===== src/rtl/alu_seq_if.sv =====
// Handshake bundle for alu_seq: an operation request channel and a result channel.
// The master side issues operations and consumes results; the ALU is the slave.
interface alu_seq_if #(
    parameter int WIDTH = 32
);
    localparam int SHAMT_W = $clog2(WIDTH);

    logic               in_valid;
    logic               in_ready;
    logic [WIDTH-1:0]   Src1;
    logic [WIDTH-1:0]   Src2;
    logic [SHAMT_W-1:0] Shamt;
    logic [5:0]         Funct;

    logic               out_valid;
    logic               out_ready;
    logic [WIDTH-1:0]   Result;
    logic [WIDTH-1:0]   Hi;
    logic               Zero;
    logic               Carry;
    logic               Illegal;

    modport master (
        output in_valid, Src1, Src2, Shamt, Funct, out_ready,
        input  in_ready, out_valid, Result, Hi, Zero, Carry, Illegal
    );

    modport slave (
        input  in_valid, Src1, Src2, Shamt, Funct, out_ready,
        output in_ready, out_valid, Result, Hi, Zero, Carry, Illegal
    );
endinterface


===== src/rtl/alu_seq.sv =====
// Registered ALU with valid/ready handshakes: single-cycle ADD/SUB/AND/OR/SLL/SRL
// and an optional shift-add unsigned multiply that retires one multiplier bit per cycle.
module alu_seq #(
    parameter int WIDTH  = 32,
    parameter bit MUL_EN = 1'b1
) (
    input logic      clk,
    input logic      rst,
    alu_seq_if.slave bus
);
    localparam int SHAMT_W = $clog2(WIDTH);
    localparam int CNT_W   = SHAMT_W + 1;

    localparam logic [5:0] F_ADD   = 6'b001001;
    localparam logic [5:0] F_SUB   = 6'b001010;
    localparam logic [5:0] F_AND   = 6'b010001;
    localparam logic [5:0] F_OR    = 6'b010010;
    localparam logic [5:0] F_SLL   = 6'b100001;
    localparam logic [5:0] F_SRL   = 6'b100010;
    localparam logic [5:0] F_MULTU = 6'b011001;

    typedef enum logic [1:0] {IDLE, BUSY, DONE} state_t;

    typedef struct packed {
        logic [WIDTH-1:0] res;
        logic             carry;
        logic             illegal;
        logic             is_mul;
    } op_t;

    function automatic op_t alu_calc(input logic [5:0]         funct,
                                     input logic [WIDTH-1:0]   a,
                                     input logic [WIDTH-1:0]   b,
                                     input logic [SHAMT_W-1:0] shamt);
        op_t              op;
        logic [WIDTH:0]   sum;
        op  = '0;
        sum = '0;
        case (funct)
            F_ADD: begin
                sum      = {1'b0, a} + {1'b0, b};
                op.res   = sum[WIDTH-1:0];
                op.carry = sum[WIDTH];
            end
            F_SUB: begin
                // Carry out of a + ~b + 1 doubles as the "no borrow" flag
                sum      = {1'b0, a} + {1'b0, ~b} + (WIDTH+1)'(1);
                op.res   = sum[WIDTH-1:0];
                op.carry = sum[WIDTH];
            end
            F_AND:   op.res = a & b;
            F_OR:    op.res = a | b;
            F_SLL:   op.res = b << shamt;
            F_SRL:   op.res = b >> shamt;
            F_MULTU: begin
                op.is_mul  = MUL_EN;
                op.illegal = !MUL_EN;
            end
            default: op.illegal = 1'b1;
        endcase
        return op;
    endfunction

    state_t             state;
    logic [CNT_W-1:0]   cnt;
    logic [WIDTH-1:0]   mcand;
    logic [WIDTH-1:0]   mplier;
    logic [WIDTH-1:0]   acc_hi;

    logic               out_valid_r;
    logic [WIDTH-1:0]   result_r;
    logic [WIDTH-1:0]   hi_r;
    logic               zero_r;
    logic               carry_r;
    logic               illegal_r;

    logic               in_ready_c;
    logic               accept;
    op_t                op_c;
    logic [WIDTH:0]     step_sum;
    logic [WIDTH-1:0]   step_hi;
    logic [WIDTH-1:0]   step_lo;

    assign in_ready_c = (state == IDLE) || ((state == DONE) && bus.out_ready);
    assign accept     = bus.in_valid && in_ready_c;
    assign op_c       = alu_calc(bus.Funct, bus.Src1, bus.Src2, bus.Shamt);

    // {acc_hi, mplier} shifts right as one register; consumed multiplier bits
    // make room for the low half of the product.
    assign step_sum = {1'b0, acc_hi} + (mplier[0] ? {1'b0, mcand} : '0);
    assign step_hi  = step_sum[WIDTH:1];
    assign step_lo  = {step_sum[0], mplier[WIDTH-1:1]};

    always_ff @(posedge clk) begin
        if (rst) begin
            state       <= IDLE;
            cnt         <= '0;
            out_valid_r <= 1'b0;
            result_r    <= '0;
            hi_r        <= '0;
            zero_r      <= 1'b0;
            carry_r     <= 1'b0;
            illegal_r   <= 1'b0;
        end else if (accept) begin
            if (op_c.is_mul) begin
                mcand       <= bus.Src1;
                mplier      <= bus.Src2;
                acc_hi      <= '0;
                cnt         <= CNT_W'(WIDTH);
                out_valid_r <= 1'b0;
                state       <= BUSY;
            end else begin
                result_r    <= op_c.res;
                hi_r        <= '0;
                zero_r      <= (op_c.res == '0);
                carry_r     <= op_c.carry;
                illegal_r   <= op_c.illegal;
                out_valid_r <= 1'b1;
                state       <= DONE;
            end
        end else begin
            case (state)
                BUSY: begin
                    acc_hi <= step_hi;
                    mplier <= step_lo;
                    cnt    <= cnt - CNT_W'(1);
                    if (cnt == CNT_W'(1)) begin
                        result_r    <= step_lo;
                        hi_r        <= step_hi;
                        zero_r      <= ({step_hi, step_lo} == '0);
                        carry_r     <= 1'b0;
                        illegal_r   <= 1'b0;
                        out_valid_r <= 1'b1;
                        state       <= DONE;
                    end
                end
                DONE: begin
                    if (bus.out_ready) begin
                        out_valid_r <= 1'b0;
                        state       <= IDLE;
                    end
                end
                default: ;
            endcase
        end
    end

    assign bus.in_ready  = in_ready_c;
    assign bus.out_valid = out_valid_r;
    assign bus.Result    = result_r;
    assign bus.Hi        = hi_r;
    assign bus.Zero      = zero_r;
    assign bus.Carry     = carry_r;
    assign bus.Illegal   = illegal_r;
endmodule


===== src/flat_wrapper.sv =====
// flat-port wrapper written by rule: the top's interface ports become plain ports
module alu_seq_flat 
#(
    parameter int WIDTH  = 32,
    parameter bit MUL_EN = 1'b1
)
  (clk, rst, bus_in_valid, bus_Src1, bus_Src2, bus_Shamt, bus_Funct, bus_out_ready, bus_in_ready, bus_out_valid, bus_Result, bus_Hi, bus_Zero, bus_Carry, bus_Illegal);
  alu_seq_if #(.WIDTH(WIDTH)) bus_i ();
  input logic clk;
  input logic rst;
  input wire logic [$bits(bus_i.in_valid)-1:0] bus_in_valid;
  input wire logic [$bits(bus_i.Src1)-1:0] bus_Src1;
  input wire logic [$bits(bus_i.Src2)-1:0] bus_Src2;
  input wire logic [$bits(bus_i.Shamt)-1:0] bus_Shamt;
  input wire logic [$bits(bus_i.Funct)-1:0] bus_Funct;
  input wire logic [$bits(bus_i.out_ready)-1:0] bus_out_ready;
  output wire logic [$bits(bus_i.in_ready)-1:0] bus_in_ready;
  output wire logic [$bits(bus_i.out_valid)-1:0] bus_out_valid;
  output wire logic [$bits(bus_i.Result)-1:0] bus_Result;
  output wire logic [$bits(bus_i.Hi)-1:0] bus_Hi;
  output wire logic [$bits(bus_i.Zero)-1:0] bus_Zero;
  output wire logic [$bits(bus_i.Carry)-1:0] bus_Carry;
  output wire logic [$bits(bus_i.Illegal)-1:0] bus_Illegal;
  assign bus_i.in_valid = bus_in_valid;
  assign bus_i.Src1 = bus_Src1;
  assign bus_i.Src2 = bus_Src2;
  assign bus_i.Shamt = bus_Shamt;
  assign bus_i.Funct = bus_Funct;
  assign bus_i.out_ready = bus_out_ready;
  assign bus_in_ready = bus_i.in_ready;
  assign bus_out_valid = bus_i.out_valid;
  assign bus_Result = bus_i.Result;
  assign bus_Hi = bus_i.Hi;
  assign bus_Zero = bus_i.Zero;
  assign bus_Carry = bus_i.Carry;
  assign bus_Illegal = bus_i.Illegal;
  alu_seq #(.WIDTH(WIDTH), .MUL_EN(MUL_EN)) u_core (.clk(clk), .rst(rst), .bus(bus_i));
endmodule

===== config.mk =====
export PLATFORM = sky130hd
export DESIGN_NAME = alu_seq_flat
export DESIGN_NICKNAME = d
export VERILOG_FILES = /design/src/rtl/alu_seq_if.sv /design/src/rtl/alu_seq.sv /design/src/flat_wrapper.sv
export SDC_FILE = /design/constraint.sdc
export NUM_CORES = 1
export LEC_CHECK = 0
export BUFFER_PORTS_ARGS = -buffer_cell sky130_fd_sc_hd__buf_2
export CORE_MARGIN = 1.5
export CORE_UTILIZATION = 45
export CTS_BUF_LIST = sky130_fd_sc_hd__clkbuf_4
export CTS_CLUSTER_DIAMETER = 200
export DETAILED_ROUTE_END_ITERATION = 10
export PLACE_DENSITY = 0.71
export SETUP_SLACK_MARGIN = 0.4
export SKIP_LAST_GASP = 1
export SYNTH_ARGS = -nofsm -noshare
export SYNTH_HDL_FRONTEND = slang
export SYNTH_SLANG_ARGS = --single-unit
export TNS_END_PERCENT = 100

===== constraint.sdc =====
create_clock -name clk -period 9.55 [get_ports clk]
set_input_delay 0.4775 -clock clk [delete_from_list [all_inputs] [get_ports clk]]
set_output_delay 0.4775 -clock clk [all_outputs]
set_load 0.03 [all_outputs]

## After elaboration in Yosys (flattened, before gate mapping)

Cells that the tools add are included.

| cells by class | value |
|---|---|
| shift-type cells | 2 |
| $add $sub $neg | 5 |
| bitwise gates (word level) | 4 |
| muxes and demuxes | 42 |
| equal/unequal tests | 14 |
| reductions and logical operators | 15 |

Operators by type and width:

| kind | number |
|---|---|
| 32-bit two-way mux | 15 |
| 32-bit case mux with 6 select lines | 1 |
| 32-bit by 32-bit adder with 33-bit output | 2 |
| 64-bit logical NOT | 1 |
| 32-bit by 33-bit adder with 33-bit output | 1 |
| 33-bit by 1-bit adder with 33-bit output (second input constant) | 1 |
| 32-bit bitwise AND | 1 |
| 32-bit logical NOT | 1 |
| 32-bit NOT | 1 |
| 32-bit OR | 1 |
| 32-bit by 5-bit left shift with 32-bit output | 1 |
| 32-bit by 5-bit >> shifter with 32-bit output | 1 |
| 6-bit by 5-bit equality test with 1-bit output (second input constant) | 3 |
| 6-bit two-way mux | 3 |
| 1-bit two-way mux | 16 |
| 6-bit by 4-bit equality test with 1-bit output (second input constant) | 2 |
| 6-bit equality test (second input constant) | 2 |
| 3-bit AND reduction | 4 |
| 2-bit two-way mux | 4 |
| 7-bit OR reduction | 1 |
| 6-bit by 1-bit equality test with 1-bit output (second input constant) | 1 |
| 6-bit by 1-bit subtractor with 6-bit output (second input constant) | 1 |
| 2-bit inequality test (second input constant) | 2 |
| 1-bit case mux with 2 select lines | 2 |
| other kinds (12) | 14 |

| word-level totals | value |
|---|---|
| input port bits | 79 |
| register bits | 172 |
| output and inout port bits | 69 |
| word-level logic and storage cells | 93 |

## Depth between registers and ports, before layout

| depth | value |
|---|---|
| word-level depth | 7 |
| mapped depth | 16 |
| mapped depth without buffers | 15 |

## Least setup slack after synthesis

Ideal clock, no wire load.

| timing | value |
|---|---|
| path kind | register to register |
| start point | register u_core.state[1] |
| end point | register u_core.acc_hi[0], enable pin |
| clock period less this slack | 4.879 ns |
| arrival time | 4.392 ns |
| stages on the path, launching flop included | 9 |
| slack | 4.671 ns |
| data required time | 9.063 ns |
| path through | dfxtp_1 inv_1 ha_1 a21o_1 and2_0 clkbuf_1 nand2_1 o21ai_0 nor2_1 |

| on the way | value |
|---|---|
| cells in the longest elaborated chain, start to end | 6 |
| elaborated cells on any way between the ends | 9 |

RTL lines:

| element | line | RTL |
|---|---|---|
| start: declaration | alu_seq.sv:64 | `state_t state;` |
| start signal: assignment | alu_seq.sv:96 | `state <= IDLE;` |
| start signal: assignment | alu_seq.sv:111 | `state <= BUSY;` |
| start signal: assignment | alu_seq.sv:119 | `state <= DONE;` |
| 2-bit equality test | alu_seq.sv:84 | `assign in_ready_c = (state == IDLE) \|\| ((state == DONE) && bus.out_ready);` |
| 1-bit logical AND | alu_seq.sv:84 |  |
| 1-bit logical OR (*) | alu_seq.sv:84 |  |
| named net bus_in_ready | flat_wrapper.sv:17 | `output wire logic [$bits(bus_i.in_ready)-1:0] bus_in_ready;` |
| 1-bit logical AND (*) | alu_seq.sv:85 | `assign accept = bus.in_valid && in_ready_c;` |
| 2-bit inequality test (no source line) / 2-bit nonzero test (equally long branches) | n/a |  |
| 3-bit AND reduction (no source line) (*) | n/a |  |
| end signal: assignment | alu_seq.sv:124 | `acc_hi <= step_hi;` |
| end: declaration | alu_seq.sv:68 | `logic [WIDTH-1:0] acc_hi;` |

The timed path passes the listed nets; every way through them passes the cells marked *.
A chain may end at the register's enable or synchronous reset.

## Worst setup path after layout

| timing | value |
|---|---|
| start point | input port bus_Shamt[1] |
| end point | register u_core.zero_r (netlist: u_core.bus.Zero) |

| on the way | value |
|---|---|
| cells in the longest elaborated chain, start to end | 5 |
| elaborated cells on any way between the ends | 6 |

RTL lines:

| element | line | RTL |
|---|---|---|
| start: declaration | flat_wrapper.sv:14 | `input wire logic [$bits(bus_i.Shamt)-1:0] bus_Shamt;` |
| 32-bit by 5-bit >> shifter with 32-bit output / 32-bit by 5-bit left shift with 32-bit output (equally long branches) | alu_seq.sv:54, alu_seq.sv:53 |  |
| 32-bit case mux with 6 select lines (*) | alu_seq.sv:39 | `case (funct)` |
| 32-bit logical NOT (*) | alu_seq.sv:115 | `zero_r <= (op_c.res == '0);` |
| 1-bit two-way mux (*) | alu_seq.sv:105 | `if (op_c.is_mul) begin` |
| 1-bit two-way mux (*) | alu_seq.sv:104 | `end else if (accept) begin` |
| end signal: assignment | alu_seq.sv:115 |  |
| end signal: assignment | alu_seq.sv:130 | `zero_r <= ({step_hi, step_lo} == '0);` |
| end: declaration | alu_seq.sv:73 | `logic zero_r;` |

Every way passes the cells marked *; elsewhere a longest branch is shown, timed or not. The select of a mux whose other input is x is not followed.

==> flow_metrics.env <==
export IMPL_status="completed"
export IMPL_maxSlewHeadroom=0.0767
export IMPL_fp_dieW_um=203
export IMPL_ant_nets=0
export IMPL_root_buffer="clkbuf_4"
export IMPL_core_area_sq_mm=0.0396
export IMPL_synth_mux_area_frac=0.106
export IMPL_avgSynthCellArea_sq_um=8.08
export IMPL_initial_core_util=0.455
export IMPL_setup_tns_final_ns=0
export IMPL_routabilityCongestion=1.06
export IMPL_fin_nets=2476
export IMPL_synthDistinctLibCells=89
export IMPL_viasPerCell=6.80
export IMPL_synth_ff_type="edfxtp_1"
export IMPL_synth_top_family_by_area="compound AO/OA/AOI/OAI gates"
export IMPL_period_share=0.534
export IMPL_top_layer="met4"
export IMPL_cellPowerDensity_mw_per_mm2=111
export IMPL_total_power_mw=2.13
export IMPL_met1Wirelength_um=31500
export IMPL_synthArstFlopShare=0
export IMPL_synth_top_area_cell="edfxtp_1"
export IMPL_grt_pass1_wl_um=114000
export IMPL_min_period_ns=5.10
export IMPL_syn_inst=2232
export IMPL_syn_cell_area_sq_mm=0.0180
export IMPL_critPathLaunchType="primary input"
export IMPL_clock_path_buffers=2
export IMPL_drt_pass1_iterations=6
export IMPL_postSynthNetCount=2456
export IMPL_dr_wl_met2_um=34400
export IMPL_fp_dieH_um=203
export IMPL_worstSetupPathType="primary input to flop"
export IMPL_tightest_slew_ns=1.37
export IMPL_dp_hpwl_um=59300
export IMPL_antenna_found_initial=1
export IMPL_cts_setup_buffers=0
export IMPL_hold_buffers=0
export IMPL_portBuffers=147
export IMPL_max_freq_mhz=196
export IMPL_drt_iter0_markers=2699
export IMPL_rsz0062_at_grt="false"
export IMPL_holdCritPathClass="primary input to flop"
export IMPL_synth_compound_gate_area_share=0.259
export IMPL_cts_buffers=17
export IMPL_cp_arrival_ns=5.61
export IMPL_synthSimpleGateAreaFrac=0.205
export IMPL_critical_path_required_ns=10.06
export IMPL_setup_violations=0
export IMPL_synth_top_cell_area_share=0.160
export IMPL_synth_edf_count=96
export IMPL_wl_per_cell_um=27.5
export IMPL_htree_levels=4
export IMPL_io_pin_count=148
export IMPL_p_leak_nw=7.76
export IMPL_critPathMaxFanout=68
export IMPL_grt_max_degree=90
export IMPL_synth_xor_area_share=0.0214
export IMPL_drive_gt1_frac=0.134
export IMPL_cts_sinks=171
export IMPL_cp_end_kind="flop"
export IMPL_wl_met3_um=6980
export IMPL_drv_slew=0
export IMPL_row_count=73
export IMPL_grt_pass1_vias=17800
export IMPL_synthTopCellsByArea="edfxtp_1 16%, ha_1 9.8%, dfxtp_1 8.3%"
export IMPL_cts_tree="yes"
export IMPL_wirelength_um=76700
export IMPL_synth_seq_cells=171
export IMPL_skew_ns=0.0174
export IMPL_gr_total_overflow=0
export IMPL_cts_resized_gates=0
export IMPL_peakVddDrop_v=0.0000678
export IMPL_finalHoldViolCount=0
export IMPL_yosysSeqAreaShare=0.243
export IMPL_synth_adder_area_share=0.102
export IMPL_fill_cells=3929
export IMPL_vias=19000
export IMPL_clkSlewWorstSetupHoldPaths_ns=0.14
export IMPL_clock_latency_ns=0.60
export IMPL_grtUsageTotal=0.364
export IMPL_drc=0
export IMPL_die_area_sq_mm=0.0413
export IMPL_cap_violations=0
export IMPL_synth_warnings=0
export IMPL_area_growth_pct=6.62
synthesized netlist by cell type (25+ instances only):
cell type and n:
nor4_1 26, nor2_1 236, nand2_1 197, a221oi_1 34, xnor2_1 29, nor3_1 48, dfxtp_1 75, nand4_1 26
inv_1 115, a22oi_1 25, ha_1 142, a31oi_1 30, clkbuf_1 126, o21ai_0 132, a21oi_1 174, mux2i_1 58
a211oi_1 30, and2_1 52, o211ai_1 30, mux4_2 41, edfxtp_1 96, nand3_1 59, a21o_1 27
critical path: stages:
cell and delay (ns):
buf_4 0.38, buf_4 0.76, mux4_2 0.63, nand2_1 0.10
o221ai_1 0.26, a32o_1 0.34, nor4_1 0.73, nand4_1 0.27
nor4_1 0.24, nand4_1 0.18, or4_1 0.48, or4_1 0.54
o31ai_1 0.20
registers in the layout, indices dropped and copies added (netlist names):
signal,count
u_core.acc_hi,32
u_core.bus.Carry,1
u_core.bus.Hi,32
u_core.bus.Illegal,1
u_core.bus.Result,32
u_core.bus.Zero,1
u_core.cnt,6
u_core.mcand,32
u_core.mplier,32
u_core.state,2
cell families after synthesis:
| family | count (synthesis) |
|---|---|
| and+or+nand+nor | 769 |
| xor gates and xnor gates | 44 |
| AOI/OAI and AO/OA | 689 |
| adders and majority gates | 145 |
| buffers and inverters | 288 |
| muxes | 126 |
| DFF | 171 |
final cells by class:
class,instances,area [sq um],share of cell area
clock buffer,17,128,0.00663
multi-input combinational,1773,12500,0.652
inverter,117,439,0.0228
clock inverter,15,165,0.00859
tap,525,657,0.0342
antenna,1,2.50,0.000130
timing repair buffer,172,926,0.0481
sequential,171,4380,0.228
cells in the final DEF (no fill, tap or decap), types with 47 or more instances in the layout:
master | netlist | layout
a21oi_1 | 174 | 174
o21ai_0 | 132 | 132
nand3_1 | 59 | 58
mux2i_1 | 58 | 58
edfxtp_1 | 96 | 96
nor3_1 | 48 | 47
dfxtp_1 | 75 | 75
buf_2 | 17 | 146
and2_1 | 52 | 52
inv_1 | 115 | 115
ha_1 | 142 | 142
nor2_1 | 236 | 231
nand2_1 | 197 | 195
power breakdown:
group / total (mW) / switching, mW / leakage [nW] / internal, mW
logic: 0.861 / 0.583 / 6.12 / 0.278
registers: 0.840 / 0.0229 / 1.49 / 0.817
clock network: 0.428 / 0.269 / 0.152 / 0.160
through the flow:
| step | cell area (sq um) | utilization | instances | setup slack (ns) | hold slack (ns) |
|---|---|---|---|---|---|
| finish | 19200 | 0.485 | 2791 | 4.45 | 0.142 |
| global route | 19200 | 0.485 | 2791 | 4.17 | 0.0965 |
| CTS | 19200 | 0.485 | 2790 | 4.65 | 0.0937 |
| detailed placement | 18900 | 0.478 | 2758 | 4.04 | 0.458 |
| global placement | 18900 | 0.478 | 2758 | 3.98 | 0.451 |
| floorplan | 18000 | - | 2232 | 4.67 | 0.471 |
final timing paths:
kind	from	to	slack [ns]	cells after the start
min reg2reg	u_core.bus.Hi[16]	u_core.bus.Hi[16]	0.47	2
max reg2reg	u_core.mplier[0]	u_core.bus.Zero	4.73	15
min	bus_Src1[0]	u_core.mcand[0]	0.14	1
max	bus_Shamt[1]	u_core.bus.Zero	4.45	13
routing by layer:
metal	global-route usage	up-vias
li1	-	8349
met1	0.493	9237
met2	0.581	1182
met3	0.0446	200
met4	0.162	0
met5	0	-
(Power assumes the default switching activity.)
